[config.mk]
export PLATFORM = sky130hd
export DESIGN_NAME = imm_extend_pipe_flat
export DESIGN_NICKNAME = d
export VERILOG_FILES = /design/src/rtl/imm_extend_pipe_pkg.sv /design/src/rtl/imm_extend_pipe_if.sv /design/src/rtl/imm_extend_core.sv /design/src/rtl/imm_extend_pipe.sv /design/src/flat_wrapper.sv
export SDC_FILE = /design/constraint.sdc
export NUM_CORES = 1
export LEC_CHECK = 0
export ABC_AREA = 1
export BUFFER_PORTS_ARGS = -buffer_cell sky130_fd_sc_hd__buf_4
export CAP_MARGIN = 15
export CORE_UTILIZATION = 25
export DETAILED_ROUTE_END_ITERATION = 16
export GPL_ROUTABILITY_DRIVEN = 0
export MAX_ROUTING_LAYER = met4
export RECOVER_POWER = 50
export REMOVE_ABC_BUFFERS = 1
export SYNTH_ARGS = -nofsm -noshare
export SYNTH_HDL_FRONTEND = slang
export SYNTH_SLANG_ARGS = --single-unit
[constraint.sdc]
create_clock -name clk -period 7.4 [get_ports clk]
set_clock_uncertainty 0.05 [all_clocks]
set_input_delay 0.37 -clock clk [delete_from_list [all_inputs] [get_ports clk]]
set_output_delay 0.37 -clock clk [all_outputs]
set_load 0.02 [all_outputs]
[src/rtl/imm_extend_pipe_pkg.sv]
// Mode encoding and default widths shared by the immediate-extension datapath
// and the CPU control unit.
package imm_extend_pipe_pkg;

   localparam int unsigned DEF_IN_WIDTH  = 16;
   localparam int unsigned DEF_OUT_WIDTH = 32;
   localparam int unsigned DEF_BR_SHIFT  = 2;
   localparam int unsigned DEF_TAG_WIDTH = 5;
   localparam int unsigned DEF_CNT_WIDTH = 16;

   typedef enum logic [1:0] {
      EXT_SIGN   = 2'b00,
      EXT_ZERO   = 2'b01,
      EXT_UPPER  = 2'b10,
      EXT_BRANCH = 2'b11
   } ext_mode_e;

   // The branch result must hold the whole shifted immediate.
   function automatic bit ext_widths_ok(input int unsigned in_w,
                                        input int unsigned out_w,
                                        input int unsigned br_shift);
      return out_w >= in_w + br_shift;
   endfunction

endpackage

[src/rtl/imm_extend_pipe_if.sv]
// Valid/ready stream between decode (master) and the extension unit (slave),
// carrying the raw immediate in and the extended result out.
interface imm_extend_pipe_if #(
   parameter int unsigned IN_WIDTH  = imm_extend_pipe_pkg::DEF_IN_WIDTH,
   parameter int unsigned OUT_WIDTH = imm_extend_pipe_pkg::DEF_OUT_WIDTH,
   parameter int unsigned TAG_WIDTH = imm_extend_pipe_pkg::DEF_TAG_WIDTH
);
   import imm_extend_pipe_pkg::*;

   logic                 in_valid;
   logic                 in_ready;
   logic [IN_WIDTH-1:0]  in_imm;
   ext_mode_e            in_mode;
   logic [TAG_WIDTH-1:0] in_tag;
   logic                 out_valid;
   logic                 out_ready;
   logic [OUT_WIDTH-1:0] out_data;
   logic [TAG_WIDTH-1:0] out_tag;

   modport master (
      output in_valid, in_imm, in_mode, in_tag, out_ready,
      input  in_ready, out_valid, out_data, out_tag
   );

   modport slave (
      input  in_valid, in_imm, in_mode, in_tag, out_ready,
      output in_ready, out_valid, out_data, out_tag
   );

endinterface

[src/rtl/imm_extend_core.sv]
// Combinational immediate extender: sign, zero, upper (LUI) and branch-offset
// forms of an IN_WIDTH immediate at OUT_WIDTH.
module imm_extend_core #(
   parameter int unsigned IN_WIDTH  = imm_extend_pipe_pkg::DEF_IN_WIDTH,
   parameter int unsigned OUT_WIDTH = imm_extend_pipe_pkg::DEF_OUT_WIDTH,
   parameter int unsigned BR_SHIFT  = imm_extend_pipe_pkg::DEF_BR_SHIFT
) (
   input  logic [IN_WIDTH-1:0]           imm,
   input  imm_extend_pipe_pkg::ext_mode_e mode,
   output logic [OUT_WIDTH-1:0]          ext
);
   import imm_extend_pipe_pkg::*;

   localparam int unsigned EXT_BITS = OUT_WIDTH - IN_WIDTH;

   if (!ext_widths_ok(IN_WIDTH, OUT_WIDTH, BR_SHIFT)) begin : g_bad_widths
      $error("imm_extend_core: OUT_WIDTH must be at least IN_WIDTH + BR_SHIFT");
   end

   logic [OUT_WIDTH-1:0] sext_c;
   logic [OUT_WIDTH-1:0] zext_c;

   always_comb begin
      sext_c = OUT_WIDTH'($signed(imm));
      zext_c = OUT_WIDTH'(imm);
      ext    = sext_c;
      case (mode)
         EXT_SIGN:  ext = sext_c;
         EXT_ZERO:  ext = zext_c;
         EXT_UPPER: ext = zext_c << EXT_BITS;
         default:   ext = sext_c << BR_SHIFT;
      endcase
   end

endmodule

[src/rtl/imm_extend_pipe.sv]
// Registered immediate-extension stage: valid/ready handshake with a one-entry
// skid buffer so in_ready never depends combinationally on out_ready.
module imm_extend_pipe #(
   parameter int unsigned IN_WIDTH  = imm_extend_pipe_pkg::DEF_IN_WIDTH,
   parameter int unsigned OUT_WIDTH = imm_extend_pipe_pkg::DEF_OUT_WIDTH,
   parameter int unsigned BR_SHIFT  = imm_extend_pipe_pkg::DEF_BR_SHIFT,
   parameter int unsigned TAG_WIDTH = imm_extend_pipe_pkg::DEF_TAG_WIDTH,
   parameter int unsigned CNT_WIDTH = imm_extend_pipe_pkg::DEF_CNT_WIDTH
) (
   input  logic                 clk,
   input  logic                 reset,
   imm_extend_pipe_if.slave     bus,
   output logic [CNT_WIDTH-1:0] xfer_count
);
   import imm_extend_pipe_pkg::*;

   localparam logic [CNT_WIDTH-1:0] CNT_MAX = '1;

   logic                 skid_valid;
   logic [OUT_WIDTH-1:0] skid_data;
   logic [TAG_WIDTH-1:0] skid_tag;
   logic [OUT_WIDTH-1:0] ext_c;
   logic                 accept_c;
   logic                 xfer_c;

   imm_extend_core #(
      .IN_WIDTH  (IN_WIDTH),
      .OUT_WIDTH (OUT_WIDTH),
      .BR_SHIFT  (BR_SHIFT)
   ) u_core (
      .imm  (bus.in_imm),
      .mode (bus.in_mode),
      .ext  (ext_c)
   );

   assign bus.in_ready = !skid_valid && !reset;
   assign accept_c     = bus.in_valid && bus.in_ready;
   assign xfer_c       = bus.out_valid && bus.out_ready;

   // Output/skid data path; a full skid implies a full output register.
   always_ff @(posedge clk or posedge reset) begin
      if (reset) begin
         bus.out_valid <= 1'b0;
         bus.out_data  <= '0;
         bus.out_tag   <= '0;
         skid_valid    <= 1'b0;
         skid_data     <= '0;
         skid_tag      <= '0;
      end else if (skid_valid) begin
         if (bus.out_ready) begin
            bus.out_valid <= 1'b1;
            bus.out_data  <= skid_data;
            bus.out_tag   <= skid_tag;
            skid_valid    <= 1'b0;
         end
      end else if (accept_c) begin
         if (!bus.out_valid || bus.out_ready) begin
            bus.out_valid <= 1'b1;
            bus.out_data  <= ext_c;
            bus.out_tag   <= bus.in_tag;
         end else begin
            skid_valid <= 1'b1;
            skid_data  <= ext_c;
            skid_tag   <= bus.in_tag;
         end
      end else if (xfer_c) begin
         bus.out_valid <= 1'b0;
      end
   end

   // Saturating count of completed output transfers.
   always_ff @(posedge clk or posedge reset) begin
      if (reset) begin
         xfer_count <= '0;
      end else if (xfer_c && (xfer_count != CNT_MAX)) begin
         xfer_count <= xfer_count + CNT_WIDTH'(1);
      end
   end

endmodule

[src/flat_wrapper.sv]
// flat-port wrapper written by rule: the top's interface ports become plain ports
module imm_extend_pipe_flat import imm_extend_pipe_pkg::*;
#(
   parameter int unsigned IN_WIDTH  = imm_extend_pipe_pkg::DEF_IN_WIDTH,
   parameter int unsigned OUT_WIDTH = imm_extend_pipe_pkg::DEF_OUT_WIDTH,
   parameter int unsigned BR_SHIFT  = imm_extend_pipe_pkg::DEF_BR_SHIFT,
   parameter int unsigned TAG_WIDTH = imm_extend_pipe_pkg::DEF_TAG_WIDTH,
   parameter int unsigned CNT_WIDTH = imm_extend_pipe_pkg::DEF_CNT_WIDTH
)
  (clk, reset, xfer_count, bus_in_valid, bus_in_imm, bus_in_mode, bus_in_tag, bus_out_ready, bus_in_ready, bus_out_valid, bus_out_data, bus_out_tag);
  imm_extend_pipe_if #(.IN_WIDTH(IN_WIDTH), .OUT_WIDTH(OUT_WIDTH), .TAG_WIDTH(TAG_WIDTH)) bus_i ();
  input  logic clk;
  input  logic reset;
  output logic [CNT_WIDTH-1:0] xfer_count;
  input wire logic [$bits(bus_i.in_valid)-1:0] bus_in_valid;
  input wire logic [$bits(bus_i.in_imm)-1:0] bus_in_imm;
  input wire logic [$bits(bus_i.in_mode)-1:0] bus_in_mode;
  input wire logic [$bits(bus_i.in_tag)-1:0] bus_in_tag;
  input wire logic [$bits(bus_i.out_ready)-1:0] bus_out_ready;
  output wire logic [$bits(bus_i.in_ready)-1:0] bus_in_ready;
  output wire logic [$bits(bus_i.out_valid)-1:0] bus_out_valid;
  output wire logic [$bits(bus_i.out_data)-1:0] bus_out_data;
  output wire logic [$bits(bus_i.out_tag)-1:0] bus_out_tag;
  assign bus_i.in_valid = bus_in_valid;
  assign bus_i.in_imm = bus_in_imm;
  assign bus_i.in_mode = bus_in_mode;
  assign bus_i.in_tag = bus_in_tag;
  assign bus_i.out_ready = bus_out_ready;
  assign bus_in_ready = bus_i.in_ready;
  assign bus_out_valid = bus_i.out_valid;
  assign bus_out_data = bus_i.out_data;
  assign bus_out_tag = bus_i.out_tag;
  imm_extend_pipe #(.IN_WIDTH(IN_WIDTH), .OUT_WIDTH(OUT_WIDTH), .BR_SHIFT(BR_SHIFT), .TAG_WIDTH(TAG_WIDTH), .CNT_WIDTH(CNT_WIDTH)) u_core (.clk(clk), .reset(reset), .bus(bus_i), .xfer_count(xfer_count));
endmodule
Word level (Yosys, flattened, before mapping)

Cells that the tools add are included.

Add/subtract/negate cells: 1
Equal/unequal tests: 5
Multiplexer cells: 18
Bitwise operators: 2
Reductions and logical operators: 15

Operators with widths:

| kind                    | number |
|---|---|
| $mux W32                | 4 |
| $pmux W32 S3            | 1 |
| $mux W5                 | 4 |
| $add A16 B1 Y16 const B | 1 |
| $ne A16 B16 Y1 const B  | 1 |
| $mux W1                 | 9 |
| $reduce_and A3 Y1       | 3 |
| $logic_and A1 B1 Y1     | 4 |
| $reduce_bool A2 Y1      | 2 |
| $logic_not A1 Y1        | 3 |
| $ne A3 B2 Y1 const B    | 1 |
| $reduce_bool A3 Y1      | 1 |
| $eq A2 B1 Y1 const B    | 1 |
| $eq A2 B2 Y1 const B    | 1 |
| $logic_not A2 Y1        | 1 |
| $ne A2 B2 Y1 const B    | 1 |
| $not A1 Y1              | 2 |
| $logic_or A1 B1 Y1      | 1 |

Register bits after elaboration: 92
Bits of input ports: 27
Output and inout bits: 55
Word-level logic and storage cells: 48

Depth between registers and ports, before layout

Gate-level depths: netlist of run 1.

Depth in word-level cells: 5
Gate-level depth with buffers: 9
Gate-level depth less buffers: 8

Hierarchy

From an unflattened synthesis of run 1, not the netlist that was laid out.

Cells, all modules: 602
Area total of the unflattened synthesis: 4807.1 µm²

By module, submodules not included:

| module          | instances | cells each | area an instance (µm²) | sequential area each (µm²) |
|---|---|---|---|---|
| imm_extend_pipe | 1         | 513        | 4380.5                 | 2302.2 |
| imm_extend_core | 1         | 89         | 426.7                  | 0.0 |

Worst setup path after synthesis of run 1

No wires, ideal clock.

Path kind: flip-flop to flip-flop
Start: register u_core.xfer_count[1]
End: register u_core.xfer_count[8]
Library setup time: 0.120 ns
Arrival: 1.449 ns
Data required time: 7.230 ns
Path slack: 5.781 ns
Stages on the path, launching flop included: 10
Path buffers: 1
Period minus slack after synthesis: 1.619 ns
Cell sequence: dfrtp_1 > ha_1 > nand3_1 > inv_1 > nand3_1 > nand2_1 > nand2_1 > buf_2 > o21ai_1 > nand2_1

Cells in the longest elaborated chain, start to end: 2
Elaborated cells between the ends (all ways): 3
Those cells by class: add/sub (1); eq/ne (1); reduce/logical (1)

RTL lines:

| item                                                                    | RTL line              | RTL |
|---|---|---|
| start: declaration                                                      | imm_extend_pipe.sv:13 | `output logic [CNT_WIDTH-1:0] xfer_count` |
| start signal: assignment                                                | imm_extend_pipe.sv:76 | `xfer_count <= xfer_count + CNT_WIDTH'(1);` |
| parallel branches: the longest is 2 deep, another holds $add A16 B1 Y16 | n/a                   |  |

Several ways; the timed one is not identified.
A chain may end at the register's enable or synchronous reset.

Final worst setup path of run 1

Start: register u_core.skid_valid
End: register u_core.bus.out_data[30]

Cells in the longest elaborated chain, start to end: 5
Elaborated cells between the ends (all ways): 8
Those cells by class: eq/ne (1); mux (1); reduce/logical (6)

RTL lines:

| item                         | RTL line                 | RTL |
|---|---|---|
| start: declaration           | imm_extend_pipe.sv:19    | `logic skid_valid;` |
| start signal: assignment     | imm_extend_pipe.sv:46    | `skid_valid <= 1'b0;` |
| start signal: assignment     | imm_extend_pipe.sv:54    | `skid_valid <= 1'b0;` |
| start signal: assignment     | imm_extend_pipe.sv:62    | `skid_valid <= 1'b1;` |
| $logic_not A1 Y1             | imm_extend_pipe.sv:36    | `assign bus.in_ready = !skid_valid && !reset;` |
| $logic_and A1 B1 Y1          | imm_extend_pipe.sv:36    |  |
| $logic_and A1 B1 Y1          | imm_extend_pipe.sv:37    | `assign accept_c = bus.in_valid && bus.in_ready;` |
| $reduce_bool A2 Y1 (no line) | n/a                      |  |
| $reduce_and A3 Y1 (no line)  | n/a                      |  |
| end signal: assignment       | imm_extend_pipe.sv:52    | `bus.out_data <= skid_data;` |
| end signal: assignment       | imm_extend_pipe.sv:59    | `bus.out_data <= ext_c;` |
| end: declaration             | imm_extend_pipe_if.sv:27 | `output in_ready, out_valid, out_data, out_tag` |

Several ways; a longest one is shown, not always the timed one.

==> results of run 1 <==
==> stage by stage <==
step           instance area [um^2]  std cells  setup slack (ns)  util (%)  hold slack (ns)
5_1_grt                        5360        873              4.31      30.7            0.213
3_5_place_dp                   5270        856              4.59      30.2            0.324
2_1_floorplan                  4350        546              4.59         -            0.392
6_report                       5360        873              4.58      30.7            0.189
4_1_cts                        5570        873              4.55      31.9            0.180
3_3_place_gp                   5270        856              4.68      30.2            0.323
==> Yosys cell counts (2+ instances only) <==
library cell / number / share of area, %
a21oi_1: 52 / 5.7
a31oi_1: 7 / 0.97
buf_2: 13 / 1.4
buf_4: 5 / 0.83
buf_6: 4 / 0.99
clkbuf_1: 8 / 0.66
dfrtp_1: 92 / 51
inv_1: 46 / 3.8
inv_2: 2 / 0.17
nand2_1: 187 / 15
nand2_2: 4 / 0.55
nand3_1: 20 / 2.2
nand4_1: 4 / 0.55
nor2_1: 48 / 4.0
nor2_4: 2 / 0.50
o21ai_0: 37 / 4.1
o21ai_1: 13 / 1.4
o21ai_2: 6 / 1.2
o22ai_1: 13 / 1.8
xor2_1: 7 / 1.4
==> per-layer routing <==
metal  vias to the layer above  global-route usage, %  routed length, um
li1                       1983                      -                  -
met1                      1815                   18.9               5740
met2                       112                   21.3               5480
met3                         9                   3.04                775
met4                         0                   3.70                123
met5                         -                      -                  0
==> worst max-delay path: cells and delay by family, from the launching register on <==
kind	cells	cell delay, ns
AO/OA/AOI/OAI	1	0.06
AND/OR/NAND/NOR	5	0.87
flip-flops	1	0.90
buffers and inverters	2	0.79
==> flip-flops by register name, summed over array words and instances (netlist names) <==
signal	count
u_core.skid_tag	5
u_core.skid_valid	1
u_core.skid_data	32
u_core.bus.out_valid	1
u_core.bus.out_tag	5
u_core.xfer_count	16
u_core.bus.out_data	32
==> repair_timing <==
action,CTS,global route
buffers inserted,0,0
hold buffers,1,0
endpoints found under the hold margin,16,0
==> cell type report <==
class	count	area [um^2]	area share [%]
flip-flops and latches	92	2300	42.9
well taps	225	282	5.25
clock buffers	12	256	4.78
inverters	50	196	3.66
clock inverters	4	30.0	0.560
repair buffers	86	442	8.24
multi-input cells	404	1850	34.6
==> final timing paths <==
kind | endpoint | slack (ns) | startpoint
worst max-delay path | u_core.bus.out_data[30]$_DFFE_PP0P_ | 4.58 | u_core.skid_valid$_DFF_PP0_
worst min-delay path | u_core.skid_tag[0]$_DFFE_PP0P_ | 0.19 | bus_in_tag[0]
worst max register to register | u_core.bus.out_data[30]$_DFFE_PP0P_ | 4.58 | u_core.skid_valid$_DFF_PP0_
worst min register to register | u_core.skid_data[3]$_DFFE_PP0P_ | 0.42 | u_core.skid_data[3]$_DFFE_PP0P_
max in group asynchronous | u_core.skid_data[18]$_DFFE_PP0P_ | 5.17 | reset
min in group asynchronous | u_core.xfer_count[14]$_DFFE_PP0P_ | 0.73 | reset
==> power by group <==
| part | internal (W) | total, W | switching [W] |
|---|---|---|---|
| Combinational | 0.000131 | 0.000428 | 0.000297 |
| Clock | 0.000248 | 0.000446 | 0.000198 |
| Sequential | 0.000644 | 0.000734 | 0.0000900 |
| Total | 0.00102 | 0.00161 | 0.000585 |
==> cell families after synthesis <==
group	after synthesis
XOR/XNOR	7
AND/OR/NAND/NOR	268
flip-flops	92
adder cells (fa/ha/maj)	1
buffers and inverters	81
AO/OA/AOI/OAI	128
==> results.sh, run 1 <==
export IMPL_r2r_cells=8
export IMPL_final_cell_mix="nand2_1, dfrtp_1, clkbuf_1, a21oi_1, nor2_1"
export IMPL_drt_iter0_markers=210
export IMPL_power_leakage_nw=2.54
export IMPL_async_reset_ff_share_pct=100
export IMPL_hold_viol=0
export IMPL_final_common_cell="nand2_1"
export IMPL_cp_cell_sequence="buf_4 > nor2_4 > nand2_2 > nand2_2 > nand2_4 > inv_2 > nor2_1 > a21oi_1"
export IMPL_via_per_inst=4.49
export IMPL_critPathLaunchType="register"
export IMPL_fp_coreArea_mm2=0.0175
export IMPL_cap_violations=0
export IMPL_hold_path_depth=3
export IMPL_num_antenna_cells=0
export IMPL_vias=3919
export IMPL_synth_xor_area_share_pct=1.35
export IMPL_crit_path_end_kind="register"
export IMPL_cts_sinks=92
export IMPL_path_clk_slew_ns=0.07
export IMPL_totalWireLength_um=12100
export IMPL_post_cts_resized=0
export IMPL_synth_top_family_by_area="simple AND/OR/NAND/NOR gates"
export IMPL_tns_ns=0
export IMPL_die_area_mm2=0.0187
export IMPL_dieHeight_um=137
export IMPL_row_count=48
export IMPL_critPathKind="register to register"
export IMPL_grt_pass1_vias=3671
export IMPL_status="finished, final reports clean"
export IMPL_yosysSeqAreaShare_pct=50.8
export IMPL_ys_flop_type="dfrtp_1"
export IMPL_port_buffers=81
export IMPL_synthSimpleGateAreaFrac_pct=24.1
export IMPL_cts_root_buffer="clkbuf_16"
export IMPL_final_setup_viol_count=0
export IMPL_synthMuxAreaShare_pct=0
export IMPL_ys_types=27
export IMPL_power_w=0.00161
export IMPL_syn_area_mm2=0.00453
export IMPL_synth_compound_area_share_pct=15.2
export IMPL_drive_gt1_share_pct=9.88
export IMPL_die_w_um=137
export IMPL_hpwl_um=8190
export IMPL_post_route_period_util_pct=38.1
export IMPL_p_per_area_mw_per_mm2=300
export IMPL_antenna_found_initial=0
export IMPL_final_fill_count=1928
export IMPL_hp_class="input pin to register"
export IMPL_tightest_slew_ns=0.968
export IMPL_crit_fanout=54
export IMPL_grt_max_degree=77
export IMPL_critical_path_max_stage_delay_ns=0.90
export IMPL_grtUsageTotal_pct=14.1
export IMPL_synth_edf_count=0
export IMPL_cts_tree="done"
export IMPL_grt_first_pass_wirelength_um=19500
export IMPL_yosysWarningCount=0
export IMPL_post_route_drc_count=0
export IMPL_cp_required_ns=7.57
export IMPL_arrival_ns=2.99
export IMPL_fin_crit_ns=2.82
export IMPL_relSlewSlack_pct=35.5
export IMPL_grt_overflow=0
export IMPL_slowest_stage="dfrtp_1"
export IMPL_nets=671
export IMPL_wl_per_cell_um=13.9
export IMPL_htreeDepth=3
export IMPL_start_util_pct=25.9
export IMPL_clockBufferDepth=2
export IMPL_netlist_instances=577
export IMPL_ir_drop_mv=0.138
export IMPL_rsz0062_at_grt="no"
export IMPL_io_pins=82
export IMPL_finalMaxSlewViolations=0
export IMPL_syn_to_final_growth_pct=18.3
export IMPL_numCtsBuffers=9
export IMPL_synth_ff_latch_count=92
export IMPL_path_common_cell="nand2_2"
export IMPL_firstDrtPassIters=7
export IMPL_clock_latency_ns=0.34
export IMPL_ant_nets=0
export IMPL_syn_area_per_cell_um2=7.86
export IMPL_synthAdderAreaFrac_pct=0.276
export IMPL_fmax_ghz=0.355
(Power assumes the default switching activity.)
==> run 2, diff against run 1 <==
ABC_AREA = 0   (was 1)
clock period = 2.9 ns   (was 7.4 ns; I/O delays follow)
==> run 2 against run 1 <==
  * The flow now finishes with violations (max-capacitance violations, max-slew violations)
  * Wire length is 10% lower
  * Worst hold slack got worse by 0.12 ns
  * Cell area grew 0.96%
  * Global-route usage down 1.0 points
  * Total power up 150%
  * Sequential power increased by 150%
  * Non-clock buffer count is 7 higher
  * Critical path depth down 4
  * Core utilization increased by 0.51 points
  * Clock-buffer cell count is 1 lower
  * Combinational power is 140% higher
  * Sequential share of layout area fell by 0.41 points
  * Highest routed layer unchanged
==> results.sh, run 2 <==
export IMPL_syn_area_mm2=0.00445
export IMPL_clock_latency_ns=0.34
export IMPL_r2r_start="u_core.skid_valid$_DFF_PP0_"
export IMPL_final_setup_viol_count=0
export IMPL_grtUsageTotal_pct=13.1
export IMPL_cts_sinks=92
export IMPL_syn_to_final_growth_pct=21.6
export IMPL_clockBufferDepth=2
export IMPL_power_leakage_nw=2.32
export IMPL_synth_top_area_share_pct=51.7
export IMPL_r2r_setup_slack_ns=0.85
export IMPL_r2r_end="u_core.bus.out_data[16]$_DFFE_PP0P_"
export IMPL_min_from="bus_out_ready"
export IMPL_placed_cell_area_mm2=0.00527
export IMPL_final_fill_count=1818
export IMPL_synth_most_common_cell="dfrtp_1"
export IMPL_slowest_stage="dfrtp_1"
export IMPL_grt_pass1_vias=3406
export IMPL_critPathLaunchType="register"
export IMPL_io_pins=82
export IMPL_grt_first_pass_wirelength_um=17900
export IMPL_p_per_area_mw_per_mm2=736
export IMPL_hold_viol=0
export IMPL_ys_types=42
export IMPL_route_met3_wl_um=456
export IMPL_totalWireLength_um=10900
export IMPL_syn_area_per_cell_um2=10.3
export IMPL_die_w_um=135
export IMPL_final_common_cell="dfrtp_1"
export IMPL_cp_required_ns=3.10
export IMPL_vias=3422
export IMPL_post_route_period_util_pct=70.8
export IMPL_async_reset_ff_share_pct=100
export IMPL_num_antenna_cells=0
export IMPL_port_buffers=81
export IMPL_htreeDepth=3
export IMPL_antenna_found_initial=0
export IMPL_final_cells=735
export IMPL_crit_fanout=39
export IMPL_ir_drop_mv=0.309
export IMPL_die_area_mm2=0.0183
export IMPL_crit_path_end_kind="register"
export IMPL_finalMaxSlewViolations=35
export IMPL_hpwl_um=7760
export IMPL_firstDrtPassIters=4
export IMPL_met1_length_um=4910
export IMPL_worst_hold_slack_ns=0.0662
export IMPL_relSlewSlack_pct=-12.6
export IMPL_drive_gt1_share_pct=20.6
export IMPL_grt_max_degree=71
export IMPL_arrival_ns=2.26
export IMPL_nets=535
export IMPL_status="complete, but fails checks"
export IMPL_r2r_cells=4
export IMPL_critical_path_max_stage_delay_ns=0.48
export IMPL_cp_cell_sequence="buf_4 > inv_1 > and2_1 > o31ai_2"
export IMPL_top_layer="met4"
export IMPL_drt_iter0_markers=196
export IMPL_cts_tree="done"
export IMPL_synth_ff_latch_count=92
export IMPL_fmax_ghz=0.487
export IMPL_hold_end="u_core.skid_valid$_DFF_PP0_"
export IMPL_register_area_mm2=0.00230
export IMPL_critPathKind="register to register"
export IMPL_yosysSeqAreaShare_pct=51.7
export IMPL_cap_violations=1
export IMPL_fin_crit_ns=2.05
export IMPL_grt_overflow=0
export IMPL_met2_length_um=5460
export IMPL_netlist_instances=432
export IMPL_yosysWarningCount=0
export IMPL_row_count=48
export IMPL_ys_flop_type="dfrtp_1"
export IMPL_start_util_pct=25.6
export IMPL_reg_top3="u_core.bus.out_data x32, u_core.skid_data x32, u_core.xfer_count x16"
export IMPL_wl_per_cell_um=14.8
export IMPL_violations="max-capacitance violations, max-slew violations"
export IMPL_fp_coreArea_mm2=0.0174
export IMPL_ant_nets=0
export IMPL_synth_edf_count=0
export IMPL_hp_class="input pin to register"
export IMPL_hold_path_depth=2
export IMPL_fin_area_mm2=0.00541
export IMPL_numCtsBuffers=9
export IMPL_via_per_inst=4.66
export IMPL_multi_input_area_mm2=0.00200
export IMPL_synth_commonest_cells="dfrtp_1, nand2_1, o21ai_0"
export IMPL_post_route_drc_count=0
export IMPL_synth_top_area_cell="dfrtp_1"
export IMPL_dieHeight_um=135
export IMPL_rsz0062_at_grt="no"
export IMPL_power_w=0.00399
export IMPL_placed_cells=714
export IMPL_cts_root_buffer="clkbuf_16"
export IMPL_final_cell_mix="dfrtp_1, nand2_1, clkbuf_1, o21ai_0, mux2_2"
export IMPL_ys_top_cells_by_area="dfrtp_1, mux2_2, nand2_1"
export IMPL_tightest_slew_ns=1.68
export IMPL_path_clk_slew_ns=0.07
run 2: metal layers:
layer  vias up  global-route usage, %
met5         -                      -
met4         0                   3.93
met1      1677                   16.1
met3         5                   3.03
met2        88                   21.1
li1       1652                      -
run 2: power breakdown:
group,switching (W),internal (W),leakage (nW),total (W)
Combinational,0.000642,0.000379,0.998,0.00102
Clock,0.000488,0.000664,0.136,0.00115
Sequential,0.000210,0.00160,1.18,0.00181
Total,0.00134,0.00265,2.32,0.00399
run 2: cell type report:
class / count / area share (%)
Tap cell: 225 / 5.20
Clock buffer: 11 / 4.30
Sequential cell: 92 / 42.5
Timing Repair Buffer: 93 / 9.87
Inverter: 4 / 0.300
Multi-Input combinational cell: 307 / 36.9
Clock inverter: 3 / 0.878
run 2: cell families (layout without fill, tap and decap cells):
kind of cell	Yosys count	count (layout)	share of synthesized area, %
DFF	92	92	51.7
adders and majority gates	1	1	0.281
muxes	45	45	11.3
xor gates and xnor gates	10	10	1.97
and+or+nand+nor	143	143	15.8
AOI/OAI and AO/OA	108	108	15.3
buffers and inverters	33	111	3.63
run 2: how the worst max path moves through the flow:
stage | slack (ns) | cells past startpoint | start | end
floorplan | -1.31 | 3 | u_core.skid_valid$_DFF_PP0_ | u_core.bus.out_data[0]$_DFFE_PP0P_
global placement | 0.89 | 4 | u_core.skid_valid$_DFF_PP0_ | u_core.bus.out_data[27]$_DFFE_PP0P_
detailed placement | 0.81 | 4 | u_core.skid_valid$_DFF_PP0_ | u_core.bus.out_data[26]$_DFFE_PP0P_
CTS | 0.80 | 4 | u_core.skid_valid$_DFF_PP0_ | u_core.bus.out_data[19]$_DFFE_PP0P_
global route | 0.64 | 4 | u_core.skid_valid$_DFF_PP0_ | u_core.bus.out_data[26]$_DFFE_PP0P_
finish | 0.85 | 4 | u_core.skid_valid$_DFF_PP0_ | u_core.bus.out_data[16]$_DFFE_PP0P_
run 2: worst max-delay path, delay by kind of cell (launching register included):
kind,cells,cell delay (ns)
compound gates,1,0.22
flops,1,0.48
buf+inv,2,0.88
simple gates,1,0.31
run 2: timing repair:
item                       CTS  global route
hold buffers                 7             0
buffers inserted             0             0
hold endpoints to repair    40             0
setup endpoints to repair    0             0
resized for setup            0             0
run 2: per-stage QoR:
step                utilization (%)  setup TNS, ns  worst slack (ns)
finish                         31.2              0             0.846
global route                   31.2              0             0.639
CTS                            32.4              0             0.801
detailed placement             30.4              0             0.810
global placement               30.4              0             0.894
floorplan                         -         -45.75             -1.31
==> run 3, diff against run 2 <==
clock period = 2.1 ns   (was 2.9 ns; I/O delays follow)
==> run 3 against run 2 <==
  * The flow now finishes without violations
  * Worst hold slack worse by 0.030 ns
  * Non-clock buffer count up 4
  * Fmax up 10%
  * Die area unchanged
  * Critical path depth unchanged
  * Global-route usage down 0.37 points
  * Critical path type unchanged
  * Critical endpoint is now u_core.skid_tag[0]$_DFFE_PP0P_
  * Largest power group unchanged
==> results.sh, run 3 (same netlist as run 2, synthesis figures left out) <==
export IMPL_status="finished, final reports clean"
export IMPL_dieHeight_um=135
export IMPL_hold_end="u_core.skid_data[1]$_DFFE_PP0P_"
export IMPL_ant_nets=0
export IMPL_post_cts_setup_buffers=0
export IMPL_relSlewSlack_pct=39.5
export IMPL_hpwl_um=7510
export IMPL_setup_worst_path_start="u_core.skid_valid$_DFF_PP0_"
export IMPL_drive_gt1_share_pct=21.5
export IMPL_postLayoutCoreUtil_pct=31.7
export IMPL_io_pins=82
export IMPL_rsz0062_at_grt="no"
export IMPL_placed_cell_area_mm2=0.00530
export IMPL_totalWireLength_um=10700
export IMPL_firstDrtPassIters=4
export IMPL_tns_ns=0
export IMPL_cap_violations=0
export IMPL_die_area_mm2=0.0183
export IMPL_fin_crit_ns=1.86
export IMPL_critPathLaunchType="register"
export IMPL_r2r_end="u_core.skid_tag[0]$_DFFE_PP0P_"
export IMPL_cp_cell_sequence="nor2_1 > nand3_2 > buf_4 > mux2_2"
export IMPL_grt_first_pass_wirelength_um=17600
export IMPL_clockBufferDepth=2
export IMPL_cpLargestDelayFamily="flip-flops"
export IMPL_row_count=48
export IMPL_tightest_slew_ns=0.906
export IMPL_htreeDepth=3
export IMPL_numCtsBuffers=9
export IMPL_cts_tree="done"
export IMPL_post_route_period_util_pct=88.7
export IMPL_final_setup_viol_count=0
export IMPL_power_leakage_nw=2.37
export IMPL_cts_root_buffer="clkbuf_16"
export IMPL_min_from="bus_in_imm[1]"
export IMPL_cts_sinks=92
export IMPL_die_w_um=135
export IMPL_nets=539
export IMPL_slowest_stage="dfrtp_1"
export IMPL_vias=3365
export IMPL_final_cell_mix="dfrtp_1, nand2_1, clkbuf_1, o21ai_0, mux2_2"
export IMPL_start_util_pct=25.6
export IMPL_post_route_drc_count=0
export IMPL_drt_iter0_markers=169
export IMPL_critPathKind="register to register"
export IMPL_hp_class="input pin to register"
export IMPL_clock_latency_ns=0.34
export IMPL_finalMaxSlewViolations=0
export IMPL_p_per_area_mw_per_mm2=1050
export IMPL_num_antenna_cells=0
export IMPL_antenna_found_initial=0
export IMPL_r2r_start="u_core.skid_valid$_DFF_PP0_"
export IMPL_hold_path_depth=3
export IMPL_grt_max_degree=71
export IMPL_crit_fanout=70
export IMPL_r2r_setup_slack_ns=0.24
export IMPL_worst_hold_slack_ns=0.0365
export IMPL_wl_per_cell_um=14.4
export IMPL_cp_required_ns=2.28
export IMPL_syn_to_final_growth_pct=23.8
export IMPL_final_common_cell="dfrtp_1"
export IMPL_crit_buf_inv=1
export IMPL_fp_coreArea_mm2=0.0174
export IMPL_power_w=0.00581
export IMPL_reg_top3="u_core.bus.out_data x32, u_core.skid_data x32, u_core.xfer_count x16"
export IMPL_grt_overflow=0
export IMPL_port_buffers=81
export IMPL_fin_area_mm2=0.00551
export IMPL_path_clk_slew_ns=0.07
export IMPL_ir_drop_mv=0.405
export IMPL_crit_path_end_kind="register"
export IMPL_grtUsageTotal_pct=12.7
export IMPL_critical_path_max_stage_delay_ns=0.53
export IMPL_hold_viol=0
export IMPL_via_per_inst=4.54
export IMPL_fmax_ghz=0.537
export IMPL_arrival_ns=2.04
export IMPL_grt_pass1_vias=3370
export IMPL_r2r_cells=4
[run 3: cell types whose count changed in the layout (fill, tap and decap cells not counted)]
cell / before / now
clkbuf_2: 0 / 3
bufinv_16: 1 / 3
clkbuf_1: 57 / 56
clkinv_4: 1 / 2
clkinv_8: 0 / 1
clkinvlp_2: 1 / 0
dlygate4sd3_1: 7 / 8
inv_2: 0 / 1
inv_6: 1 / 0
[run 3: how the worst max path moves through the flow]
stage                                    endpoint  slack (ns)  depth (start not counted)
4_1_cts            u_core.skid_tag[0]$_DFFE_PP0P_        0.27                          4
6_report           u_core.skid_tag[0]$_DFFE_PP0P_        0.24                          4
5_1_grt            u_core.skid_tag[2]$_DFFE_PP0P_        0.11                          4
2_1_floorplan  u_core.bus.out_data[0]$_DFFE_PP0P_       -2.11                          3
3_5_place_dp       u_core.skid_tag[0]$_DFFE_PP0P_        0.29                          4
3_3_place_gp       u_core.skid_tag[2]$_DFFE_PP0P_        0.35                          4
[run 3: area by class of cell]
cell class                      count  area [um^2]
Timing Repair Buffer               97          559
Sequential cell                    92         2300
Fill cell                        1814        11800
Inverter                            4         15.0
Multi-Input combinational cell    307         2000
Clock inverter                      6          124
Tap cell                          225          282
Clock buffer                       10          229
[run 3: what timing repair did]
item / CTS / global route
resized for setup: 0 / 0
hold endpoints to repair: 48 / 0
hold buffers: 8 / 0
[run 3: power by group]
part / total [W] / internal (W) / leakage (nW) / switching [W]
clock network: 0.00190 / 0.00118 / 0.170 / 0.000717
logic: 0.00142 / 0.000524 / 1.02 / 0.000892
registers: 0.00250 / 0.00221 / 1.18 / 0.000285
[run 3: worst reg2reg max path, cell delays in order, from the launching register on]
cell     delay, ns
dfrtp_1       0.53
nor2_1        0.15
nand3_2       0.10
buf_4         0.50
mux2_2        0.42
[run 3: per-stage QoR]
step	instances	setup slack (ns)
2_1_floorplan	403	-2.11
3_3_place_gp	717	0.352
3_5_place_dp	717	0.287
4_1_cts	741	0.271
5_1_grt	741	0.114
6_report	741	0.237
[run 3: layer usage]
metal | GRT usage, % | vias up | wire, um
met4 | 3.81 | 0 | 95
met3 | 3.25 | 11 | 426
li1 | - | 1664 | -
met1 | 16.3 | 1614 | 5030
met2 | 19.5 | 76 | 5150
met5 | - | - | 0
